[config.mk]
export PLATFORM = sky130hd
export DESIGN_NAME = uart_rx_deserializer
export DESIGN_NICKNAME = d
export VERILOG_FILES = /design/src/rtl/uart_rx_deserializer.sv
export SDC_FILE = /design/constraint.sdc
export NUM_CORES = 1
export LEC_CHECK = 0
export CAP_MARGIN = 20
export CORE_MARGIN = 8
export CORE_UTILIZATION = 53
export DETAILED_ROUTE_END_ITERATION = 8
export PLACE_DENSITY = 0.8
export REMOVE_ABC_BUFFERS = 1
export SYNTH_ARGS = -nofsm -noshare
export SYNTH_HDL_FRONTEND = slang
export SYNTH_SLANG_ARGS = --single-unit
[constraint.sdc]
create_clock -name clk -period 1.8 [get_ports clk]
set_input_delay 0.45 -clock clk [delete_from_list [all_inputs] [get_ports clk]]
set_output_delay 0.45 -clock clk [all_outputs]
set_load 0.01 [all_outputs]
[src/rtl/uart_rx_deserializer.sv]
// Receive-only 8N1 UART deserializer: one-cycle rdata_valid strobe per correctly framed byte.
// Define UART_RX_MAJORITY_VOTE_EN to take each bit as the majority of three mid-bit samples.
module uart_rx_deserializer #(
    parameter int unsigned FMAX_MHz  = 27,
    parameter int unsigned BAUD_RATE = 115200
) (
    input  logic       clk,
    input  logic       rst_n,
    input  logic       uart_rx,
    output logic [7:0] rdata,
    output logic       rdata_valid
);

    localparam int unsigned CLKS_PER_BIT = (FMAX_MHz * 1000000) / BAUD_RATE;
    localparam int unsigned CNT_W        = $clog2(CLKS_PER_BIT) + 1;
    // The synchronizer and the idle-detect cycle already account for two clocks of the half bit.
    localparam int unsigned MID_CNT      = CLKS_PER_BIT / 2 - 2;
`ifdef UART_RX_MAJORITY_VOTE_EN
    localparam int unsigned MID_DECIDE   = MID_CNT + 1;
`else
    localparam int unsigned MID_DECIDE   = MID_CNT;
`endif
    localparam logic [CNT_W-1:0] MID_LAST = CNT_W'(MID_DECIDE);
    localparam logic [CNT_W-1:0] BIT_LAST = CNT_W'(CLKS_PER_BIT - 1);

    typedef enum logic [1:0] {
        StIdle,
        StStart,
        StData,
        StStop
    } state_e;

    state_e           state_q, state_d;
    logic [CNT_W-1:0] cnt_q, cnt_d;
    logic [2:0]       bit_idx_q, bit_idx_d;
    logic [7:0]       shift_q, shift_d;
    logic             armed_q, armed_d;
    logic [7:0]       rdata_q, rdata_d;
    logic             rdata_valid_q, rdata_valid_d;
    logic             rx_meta_q, rx_s_q;
    logic             sample;

    always_ff @(posedge clk or negedge rst_n) begin
        if (!rst_n) begin
            rx_meta_q <= 1'b1;
            rx_s_q    <= 1'b1;
        end else begin
            rx_meta_q <= uart_rx;
            rx_s_q    <= rx_meta_q;
        end
    end

`ifdef UART_RX_MAJORITY_VOTE_EN
    // hist_q[0] is rx_s one cycle ago, hist_q[1] two cycles ago.
    logic [1:0] hist_q, hist_d;

    always_comb begin
        hist_d = {hist_q[0], rx_s_q};
        sample = (hist_q[1] & hist_q[0]) | (hist_q[1] & rx_s_q) | (hist_q[0] & rx_s_q);
    end

    always_ff @(posedge clk or negedge rst_n) begin
        if (!rst_n) begin
            hist_q <= 2'b11;
        end else begin
            hist_q <= hist_d;
        end
    end
`else
    always_comb begin
        sample = rx_s_q;
    end
`endif

    always_comb begin
        state_d       = state_q;
        cnt_d         = cnt_q;
        bit_idx_d     = bit_idx_q;
        shift_d       = shift_q;
        armed_d       = armed_q;
        rdata_d       = rdata_q;
        rdata_valid_d = 1'b0;

        unique case (state_q)
            StIdle: begin
                cnt_d = '0;
                if (rx_s_q) begin
                    armed_d = 1'b1;
                end else if (armed_q) begin
                    state_d = StStart;
                end
            end
            StStart: begin
                if (cnt_q == MID_LAST) begin
                    cnt_d     = '0;
                    bit_idx_d = '0;
                    state_d   = sample ? StIdle : StData;
                end else begin
                    cnt_d = cnt_q + 1'b1;
                end
            end
            StData: begin
                if (cnt_q == BIT_LAST) begin
                    cnt_d             = '0;
                    shift_d[bit_idx_q] = sample;
                    bit_idx_d         = bit_idx_q + 1'b1;
                    if (bit_idx_q == 3'd7) begin
                        state_d = StStop;
                    end
                end else begin
                    cnt_d = cnt_q + 1'b1;
                end
            end
            StStop: begin
                if (cnt_q == BIT_LAST) begin
                    cnt_d   = '0;
                    state_d = StIdle;
                    if (sample) begin
                        rdata_d       = shift_q;
                        rdata_valid_d = 1'b1;
                    end else begin
                        // Framing error or break: stay disarmed until the line returns high.
                        armed_d = 1'b0;
                    end
                end else begin
                    cnt_d = cnt_q + 1'b1;
                end
            end
            default: begin
                state_d = StIdle;
            end
        endcase
    end

    always_ff @(posedge clk or negedge rst_n) begin
        if (!rst_n) begin
            state_q       <= StIdle;
            cnt_q         <= '0;
            bit_idx_q     <= '0;
            shift_q       <= '0;
            armed_q       <= 1'b1;
            rdata_q       <= 8'h00;
            rdata_valid_q <= 1'b0;
        end else begin
            state_q       <= state_d;
            cnt_q         <= cnt_d;
            bit_idx_q     <= bit_idx_d;
            shift_q       <= shift_d;
            armed_q       <= armed_d;
            rdata_q       <= rdata_d;
            rdata_valid_q <= rdata_valid_d;
        end
    end

    assign rdata       = rdata_q;
    assign rdata_valid = rdata_valid_q;

    valid_single_cycle: assert property (
        @(posedge clk) disable iff (!rst_n) rdata_valid_q |=> !rdata_valid_q
    );

endmodule

==> results.json, run 1 <==
{
  "root_buffer": "clkbuf_4",
  "synth_cells": 135,
  "drv_slew": 0,
  "hp-class": "reg -> reg",
  "gp_congestion": 0.910,
  "clk_latency_ns": 0.34,
  "slowest_stage": "clkdlybuf4s50_1",
  "drt_iter0_drc": 62,
  "async_flop_share": 1.00,
  "wl_per_cell_um": 16.6,
  "initial_utilization": 0.549,
  "worstMarginPinSlew_ns": 0.400,
  "grt_usage": 0.139,
  "status": "finished, final reports clean",
  "worstPathCellList": "clkdlybuf4s50_1",
  "setup_viol": 0,
  "reg2reg_from": "cnt_q[1]",
  "die-area_mm2": 0.00519,
  "cts_inserted_buffers": 5,
  "max_freq_mhz": 584,
  "power_switching_share": 0.275,
  "drtPass1Iterations": 4,
  "drc": 0,
  "antenna_found_initial": 0,
  "final_common_cell": "dfrtp_1",
  "drive_gt1_frac": 0.282,
  "synth_area_mm2": 0.00166,
  "seqPwrFrac": 0.460,
  "p_clk_frac": 0.353,
  "cts_tree": "yes",
  "port_buffers": 11,
  "diodes": 0,
  "cp-start-kind": "flip-flop",
  "cts_max_level": 2,
  "grt_max_degree": 35,
  "critical_path_class": "reg -> out",
  "internal_power_uw": 1440,
  "final_hold_viol_count": 0,
  "crit_family": "buffers and inverters",
  "yosys_warnings": 0,
  "routed_wl_um": 3330,
  "worstPathBufferInverterCount": 1,
  "finalSetupTns_ns": 0,
  "synth_ff_type": "dfrtp_1",
  "syn_avg_cell_area_um2": 12.3,
  "die_h_um": 72.0,
  "fp.coreArea_mm2": 0.00303,
  "clock-sinks": 34,
  "layout_common_cells": "31 x dfrtp_1, 16 x mux2_2, 11 x clkdlybuf4s50_1",
  "p_per_area_mw_per_mm2": 990,
  "synth_edf_count": 0,
  "nets": 162,
  "yosysSeqAreaShare": 0.514,
  "rows": 20,
  "critPathMaxFanout": 2,
  "vias": 1212,
  "required_ns": 1.35,
  "grt_setup_unrepaired": "no",
  "layout_worst_path_cycle_share": 0.951,
  "worstSetupEndpointType": "output pin",
  "p_leak_uw": 0.000907,
  "clk_path_buf_depth": 2,
  "p_sw_uw": 546,
  "combPwrFrac": 0.187,
  "dp_slack_ns": -0.0379,
  "dp_hpwl_um": 2330,
  "final.min_clock_period_ns": 1.71,
  "clk_pin_slew_ns": 0.10,
  "syn2layout_area_growth_pct": 20.6,
  "pin_count": 12,
  "yosysUniqueCellTypes": 41,
  "hold_buffers": 0,
  "finalPower_uw": 1990,
  "die_w_um": 72.0,
  "synth_seq_cells": 34,
  "grt_overflow_total": 0,
  "drv_cap": 0,
  "critPathArrivalTime_ns": 1.26,
  "relSlewSlack": 0.730,
  "setup_ws_ns": 0.0884,
  "via_per_inst": 6.06,
  "ir_drop_mv": 0.711,
  "slowest_delay_ns": 0.56,
  "crit_start": "rdata[1]",
  "skew_ns": 0.00551,
  "hp-start": "rx_meta_q",
  "grt_pass1_vias": 1258,
  "drtAntennaViolNets": 0,
  "grt_pass1_wl_um": 5640,
  "utilization": 0.662
}
cell families (layout without fill, tap and decap cells):
logic type	count (synthesis)	after routing	share of synthesized area
AOI/OAI and AO/OA	24	24	0.100
xor gates and xnor gates	3	3	0.0158
adders and majority gates	4	4	0.0301
buffers and inverters	11	32	0.0324
DFF	34	34	0.514
muxes	16	16	0.108
and+or+nand+nor	43	43	0.199
Yosys cell counts (all sizes together), types with 2 or more instances:
library cell | number | area share
a21oi | 7 | 0.021
a22oi | 4 | 0.018
a31oi | 3 | 0.011
buf | 5 | 0.019
dfrtp | 31 | 0.47
dfstp | 3 | 0.047
ha | 4 | 0.030
inv | 5 | 0.011
mux2 | 16 | 0.11
nand2 | 2 | 0.0045
nand3 | 6 | 0.018
nand4 | 7 | 0.026
nand4b | 2 | 0.020
nor2b | 2 | 0.0075
nor3 | 4 | 0.019
nor4 | 5 | 0.019
nor4b | 3 | 0.025
nor4bb | 2 | 0.012
o21ai | 4 | 0.012
o31ai | 2 | 0.017
or3 | 3 | 0.011
xnor2 | 2 | 0.011
timing repair:
item                       in CTS  in global routing
setup endpoints to repair      18                 17
pin swaps                       1                  0
resized for setup               1                  2
gates cloned                    0                  0
setup buffers                   2                  0
registers in the layout, summed over array words and instances, names as in the netlist, named ones only:
name         cells
rdata_valid      1
state_q          1
shift_q          8
rdata            8
cnt_q            9
rx_s_q           1
armed_q          1
bit_idx_q        3
rx_meta_q        1
final cells by class:
type                    count  area (um2)
clock buffers               5        37.5
clock inverters             3        68.8
fillers                   223        1020
inverters                   5        18.8
multi-input cells          90         776
flip-flops and latches     34         855
well taps                  44        55.1
repair buffers             19         195
power by group through the flow:
stage,Sequential (uW),Combinational [uW],Clock (uW)
after global routing,921,410,738
after detailed placement,925,305,0
final,914,371,701
after floorplan,904,212,0
after global placement,913,281,0
after CTS,911,363,714
stage by stage:
step | std cells | cell area, um2 | hold WS (ns)
after floorplan | 129 | 1630 | 0.154
after global placement | 190 | 1850 | 0.346
after detailed placement | 190 | 1850 | 0.351
after CTS | 200 | 2000 | 0.368
after global routing | 200 | 2010 | 0.373
final | 200 | 2010 | 0.364
layer usage:
layer | up-vias | GRT usage | share of wire
met4 | 0 | 0.0590 | 0.014
met3 | 7 | 0.0386 | 0.049
met2 | 35 | 0.228 | 0.51
met5 | - | 0 | 0
met1 | 617 | 0.166 | 0.43
li1 | 553 | - | -
path summary, 6_finish.rpt:
check / end / slack [ns] / cells after the start
setup reg to reg: rdata[2] / 0.10 / 6
hold / removal: rx_s_q / 0.36 / 0
min in group asynchronous: cnt_q[5] / 0.50 / 2
max in group asynchronous: armed_q / 0.96 / 2
setup / recovery: rdata[1] / 0.09 / 1
hold reg to reg: rx_s_q / 0.36 / 0
Power figures use the tool's default switching activity.
==> run 2, diff against run 1 <==
--- a/config.mk
+++ b/config.mk
@@ -7,10 +7,11 @@
 export LEC_CHECK = 0
 export CAP_MARGIN = 20
 export CORE_MARGIN = 8
-export CORE_UTILIZATION = 53
+export CORE_UTILIZATION = 45
 export DETAILED_ROUTE_END_ITERATION = 8
-export PLACE_DENSITY = 0.8
+export PLACE_DENSITY = 0.71
 export REMOVE_ABC_BUFFERS = 1
+export SKIP_LAST_GASP = 1
 export SYNTH_ARGS = -nofsm -noshare
 export SYNTH_HDL_FRONTEND = slang
 export SYNTH_SLANG_ARGS = --single-unit
==> run 2 against run 1 <==
Compared with the run above:
- setup slack worse by 0.0064 ns
- critical path depth up 5
- count of clock-buffer cells in the layout up 1
- clock skew up 0.00063 ns
==> results.json, run 2 (synthesis results as in run 1) <==
{
  "grt_pass1_wl_um": 5820,
  "syn2layout_area_growth_pct": 21.2,
  "cts_inserted_buffers": 5,
  "grt_overflow_total": 0,
  "cts_max_level": 2,
  "largest_reg_flops": 9,
  "gp_congestion": 0.774,
  "grt_max_degree": 35,
  "highest_layer": "met4",
  "diodes": 0,
  "initial_utilization": 0.461,
  "via_per_inst": 5.73,
  "max_freq_mhz": 582,
  "pin_count": 12,
  "status": "finished, final reports clean",
  "final_common_cell": "dfrtp_1",
  "port_buffers": 11,
  "clk_latency_ns": 0.29,
  "worstMarginPinSlew_ns": 0.379,
  "layout_common_cells": "31 x dfrtp_1, 16 x mux2_2, 11 x clkdlybuf4s50_1",
  "die-area_mm2": 0.00590,
  "drtPass1Iterations": 4,
  "layout_worst_path_cycle_share": 0.954,
  "setup_viol": 0,
  "critPathMaxFanout": 9,
  "antenna_found_initial": 0,
  "dp_hpwl_um": 2420,
  "final_area_mm2": 0.00202,
  "routed_wl_um": 3460,
  "worstSetupEndpointType": "flip-flop",
  "final.min_clock_period_ns": 1.72,
  "grt_pass1_vias": 1252,
  "grt_usage": 0.122,
  "drtAntennaViolNets": 0,
  "final_hold_viol_count": 0,
  "cts_tree": "yes",
  "largest-register": "cnt_q",
  "skew_ns": 0.00614,
  "cp-start-kind": "flip-flop",
  "p_leak_uw": 0.000911,
  "dp_slack_ns": -0.0368,
  "root_buffer": "clkbuf_8",
  "p_per_area_mw_per_mm2": 912,
  "rows": 22,
  "fp.coreArea_mm2": 0.00361,
  "critPathArrivalTime_ns": 1.88,
  "clk_pin_slew_ns": 0.06,
  "whs_ns": 0.358,
  "required_ns": 1.96,
  "drv_cap": 0,
  "drv_slew": 0,
  "met3_wirelength_um": 95,
  "vias": 1180,
  "dpl_cell_area_mm2": 0.00188,
  "die_h_um": 76.8,
  "ir_drop_mv": 0.766,
  "drive_gt1_frac": 0.291,
  "setup_ws_ns": 0.0820,
  "die_w_um": 76.8,
  "relSlewSlack": 0.744,
  "wl_per_cell_um": 16.8,
  "clock-sinks": 34,
  "wl_met1_um": 1460,
  "nets": 164,
  "drc": 0,
  "met2_length_um": 1820,
  "drt_iter0_drc": 48,
  "utilization": 0.559,
  "hold_buffers": 0,
  "hp-class": "reg -> reg",
  "clk_path_buf_depth": 2,
  "critical_path_class": "reg -> reg",
  "grt_setup_unrepaired": "no"
}
run 2: layout make-up:
cell class / count / area (um2)
inverters: 5 / 18.8
clock inverters: 2 / 10.0
well taps: 48 / 60.1
repair buffers: 21 / 214
multi-input cells: 90 / 786
fillers: 308 / 1590
flip-flops and latches: 34 / 855
clock buffers: 6 / 72.6
run 2: what timing repair did:
item	in CTS	in global routing
resized for setup	0	6
pin swaps	1	0
endpoints found under the setup margin	6	19
gates cloned	0	0
buffers inserted	3	0
run 2: worst paths after layout:
kind / startpoint / to / slack [ns] / cells past startpoint
max: cnt_q[1] / rdata[7] / 0.08 / 6
min in group asynchronous: rst_n / bit_idx_q[1] / 0.53 / 2
min: rx_meta_q / rx_s_q / 0.36 / 0
min reg2reg: rx_meta_q / rx_s_q / 0.36 / 0
max in group asynchronous: rst_n / rx_s_q / 1.01 / 2
max reg2reg: cnt_q[1] / rdata[7] / 0.08 / 6
run 2: critical path, cell delays in order (launching register included):
cell and delay (ns):
dfrtp_1 0.41, inv_1 0.08, ha_1 0.22, nand4bb_4 0.18
nor3_4 0.23, buf_12 0.15, mux2_2 0.33
run 2: routing by layer:
| layer | up-vias | track usage |
|---|---|---|
| li1 | 570 | - |
| met5 | - | 0 |
| met3 | 8 | 0.0245 |
| met2 | 20 | 0.204 |
| met1 | 582 | 0.135 |
| met4 | 0 | 0.0846 |
run 2: per-stage QoR:
step / power, uW / instances / TNS, ns
CTS: 1810 / 206 / 0
global route: 1920 / 206 / 0
detailed placement: 1250 / 195 / -0.131
global placement: 1220 / 195 / 0
finish: 1840 / 206 / 0
floorplan: 1120 / 129 / 0
run 2: report_power, final:
group	internal (uW)	switching (uW)	total, uW	leakage (uW)
combinational	194	212	406	0.000413
clock	268	267	535	0.0000450
sequential	826	71.8	898	0.000453
==> run 3, diff against run 2 <==
--- a/config.mk
+++ b/config.mk
@@ -6,6 +6,7 @@
 export NUM_CORES = 1
 export LEC_CHECK = 0
 export CAP_MARGIN = 20
+export CORE_ASPECT_RATIO = 0.8
 export CORE_MARGIN = 8
 export CORE_UTILIZATION = 45
 export DETAILED_ROUTE_END_ITERATION = 8
@@ -15,3 +16,4 @@
 export SYNTH_ARGS = -nofsm -noshare
 export SYNTH_HDL_FRONTEND = slang
 export SYNTH_SLANG_ARGS = --single-unit
+export TNS_END_PERCENT = 30
==> run 3 against run 2 <==
Compared with the run above:
- clock skew is essentially flat
- clock power shrank 3%
- sequential share of layout area grew 0.78 points
- cell area shrank 1.8%
- maximum frequency shrank 2.6%
- core utilization grew 0.74 points
- register-to-register slack lost 0.05 ns
==> results.json, run 3 (synthesis results as in run 1) <==
{
  "critPathArrivalTime_ns": 1.91,
  "worstSetupEndpointType": "flip-flop",
  "hp-class": "reg -> reg",
  "worstMarginPinSlew_ns": 0.393,
  "cp-start-kind": "flip-flop",
  "place_inst": 189,
  "vias": 1157,
  "syn2layout_area_growth_pct": 19.0,
  "drive_gt1_frac": 0.261,
  "finalSetupTns_ns": 0,
  "dp_hpwl_um": 2150,
  "largest_reg_flops": 9,
  "relSlewSlack": 0.734,
  "use_met3": 0.0417,
  "fillerInstances": 285,
  "drtPass1Iterations": 4,
  "pin_count": 12,
  "cts_inserted_buffers": 5,
  "grt_usage": 0.110,
  "drc": 0,
  "grt_setup_unrepaired": "yes",
  "setup_viol": 0,
  "routed_wl_um": 3140,
  "hold_buffers": 0,
  "clock-sinks": 34,
  "layout_common_cells": "31 x dfrtp_1, 16 x mux2_2, 11 x clkdlybuf4s50_1",
  "diodes": 0,
  "cts_max_level": 2,
  "drt_iter0_drc": 75,
  "clk_latency_ns": 0.27,
  "final.min_clock_period_ns": 1.76,
  "max_freq_mhz": 567,
  "critPathMaxFanout": 6,
  "drtAntennaViolNets": 0,
  "use_met2": 0.176,
  "die_h_um": 70.4,
  "antenna_found_initial": 0,
  "finalNonFillerCells": 199,
  "drv_slew": 0,
  "gp_congestion": 0.823,
  "grt_overflow_total": 0,
  "critical_path_class": "reg -> reg",
  "largest-register": "cnt_q",
  "rows": 19,
  "root_buffer": "clkbuf_8",
  "nets": 163,
  "fp.coreArea_mm2": 0.00349,
  "dp_slack_ns": -0.0170,
  "initial_utilization": 0.476,
  "setup_ws_ns": 0.0367,
  "final_hold_viol_count": 0,
  "busiest_layer": "met2",
  "grt_pass1_wl_um": 5450,
  "required_ns": 1.95,
  "die_w_um": 84.0,
  "status": "finished, final reports clean",
  "utilization": 0.566,
  "r2r_slack_ns": 0.04,
  "drv_cap": 0,
  "p_per_area_mw_per_mm2": 900,
  "die-area_mm2": 0.00591,
  "via_per_inst": 5.81,
  "use_met1": 0.138,
  "layout_worst_path_cycle_share": 0.980,
  "port_buffers": 11,
  "skew_ns": 0.00568,
  "ir_drop_mv": 0.621,
  "clk_path_buf_depth": 2,
  "p_leak_uw": 0.000898,
  "cts_tree": "yes",
  "whs_ns": 0.358,
  "grt_pass1_vias": 1174,
  "final_common_cell": "dfrtp_1",
  "wl_per_cell_um": 15.8,
  "grt_max_degree": 35,
  "clk_pin_slew_ns": 0.07
}
-- run 3: cell count changes in the layout (fill, tap and decap cells not counted) --
cell and change:
buf_6 -1, clkbuf_1 +2, clkinv_2 -2, nor4_1 +2, nor4_2 -2, or3b_2 +1, or3b_4 -1
-- run 3: power breakdown --
group          internal (uW)  switching, uW
logic                    168            190
clock network            274            246
registers                826           77.5
-- run 3: cell type report --
type	instances	area (um2)	share of cell area
Multi-Input combinational cell	90	771	0.389
Clock buffer	8	80.1	0.0405
Tap cell	42	52.6	0.0265
Sequential cell	34	855	0.432
Timing Repair Buffer	20	203	0.102
Inverter	5	18.8	0.00948
-- run 3: repair_timing --
item / CTS / global route
buffers inserted: 2 / 0
pin swaps: 1 / 0
gates resized for setup: 0 / 1
endpoints found under the hold margin: 0 / 0
setup endpoints to repair: 5 / 19
-- run 3: routing by layer --
metal,vias to the layer above,share of wire
met4,0,0
met1,577,0.46
met3,0,0.040
met2,17,0.50
met5,-,0
li1,563,-
-- run 3: worst max-delay path: stages, from the launching register on --
cell,delay [ns]
dfrtp_1,0.41
ha_1,0.18
or3b_2,0.51
o31ai_4,0.28
buf_4,0.18
a22oi_1,0.08
-- run 3: through the flow --
| step | power, uW | cell area, um2 |
|---|---|---|
| 3_3_place_gp | 1220 | 1870 |
| 5_1_grt | 1890 | 1980 |
| 2_1_floorplan | 1120 | 1630 |
| 3_5_place_dp | 1240 | 1870 |
| 4_1_cts | 1780 | 1960 |
| 6_report | 1780 | 1980 |
-- run 3: final timing paths --
check / from / cells past startpoint / end
max reg2reg: cnt_q[0] / 5 / cnt_q[8]
min: rx_meta_q / 0 / rx_s_q
max in group asynchronous: rst_n / 2 / rx_meta_q
min in group asynchronous: rst_n / 2 / cnt_q[7]
max: cnt_q[0] / 5 / cnt_q[8]
min reg2reg: rx_meta_q / 0 / rx_s_q
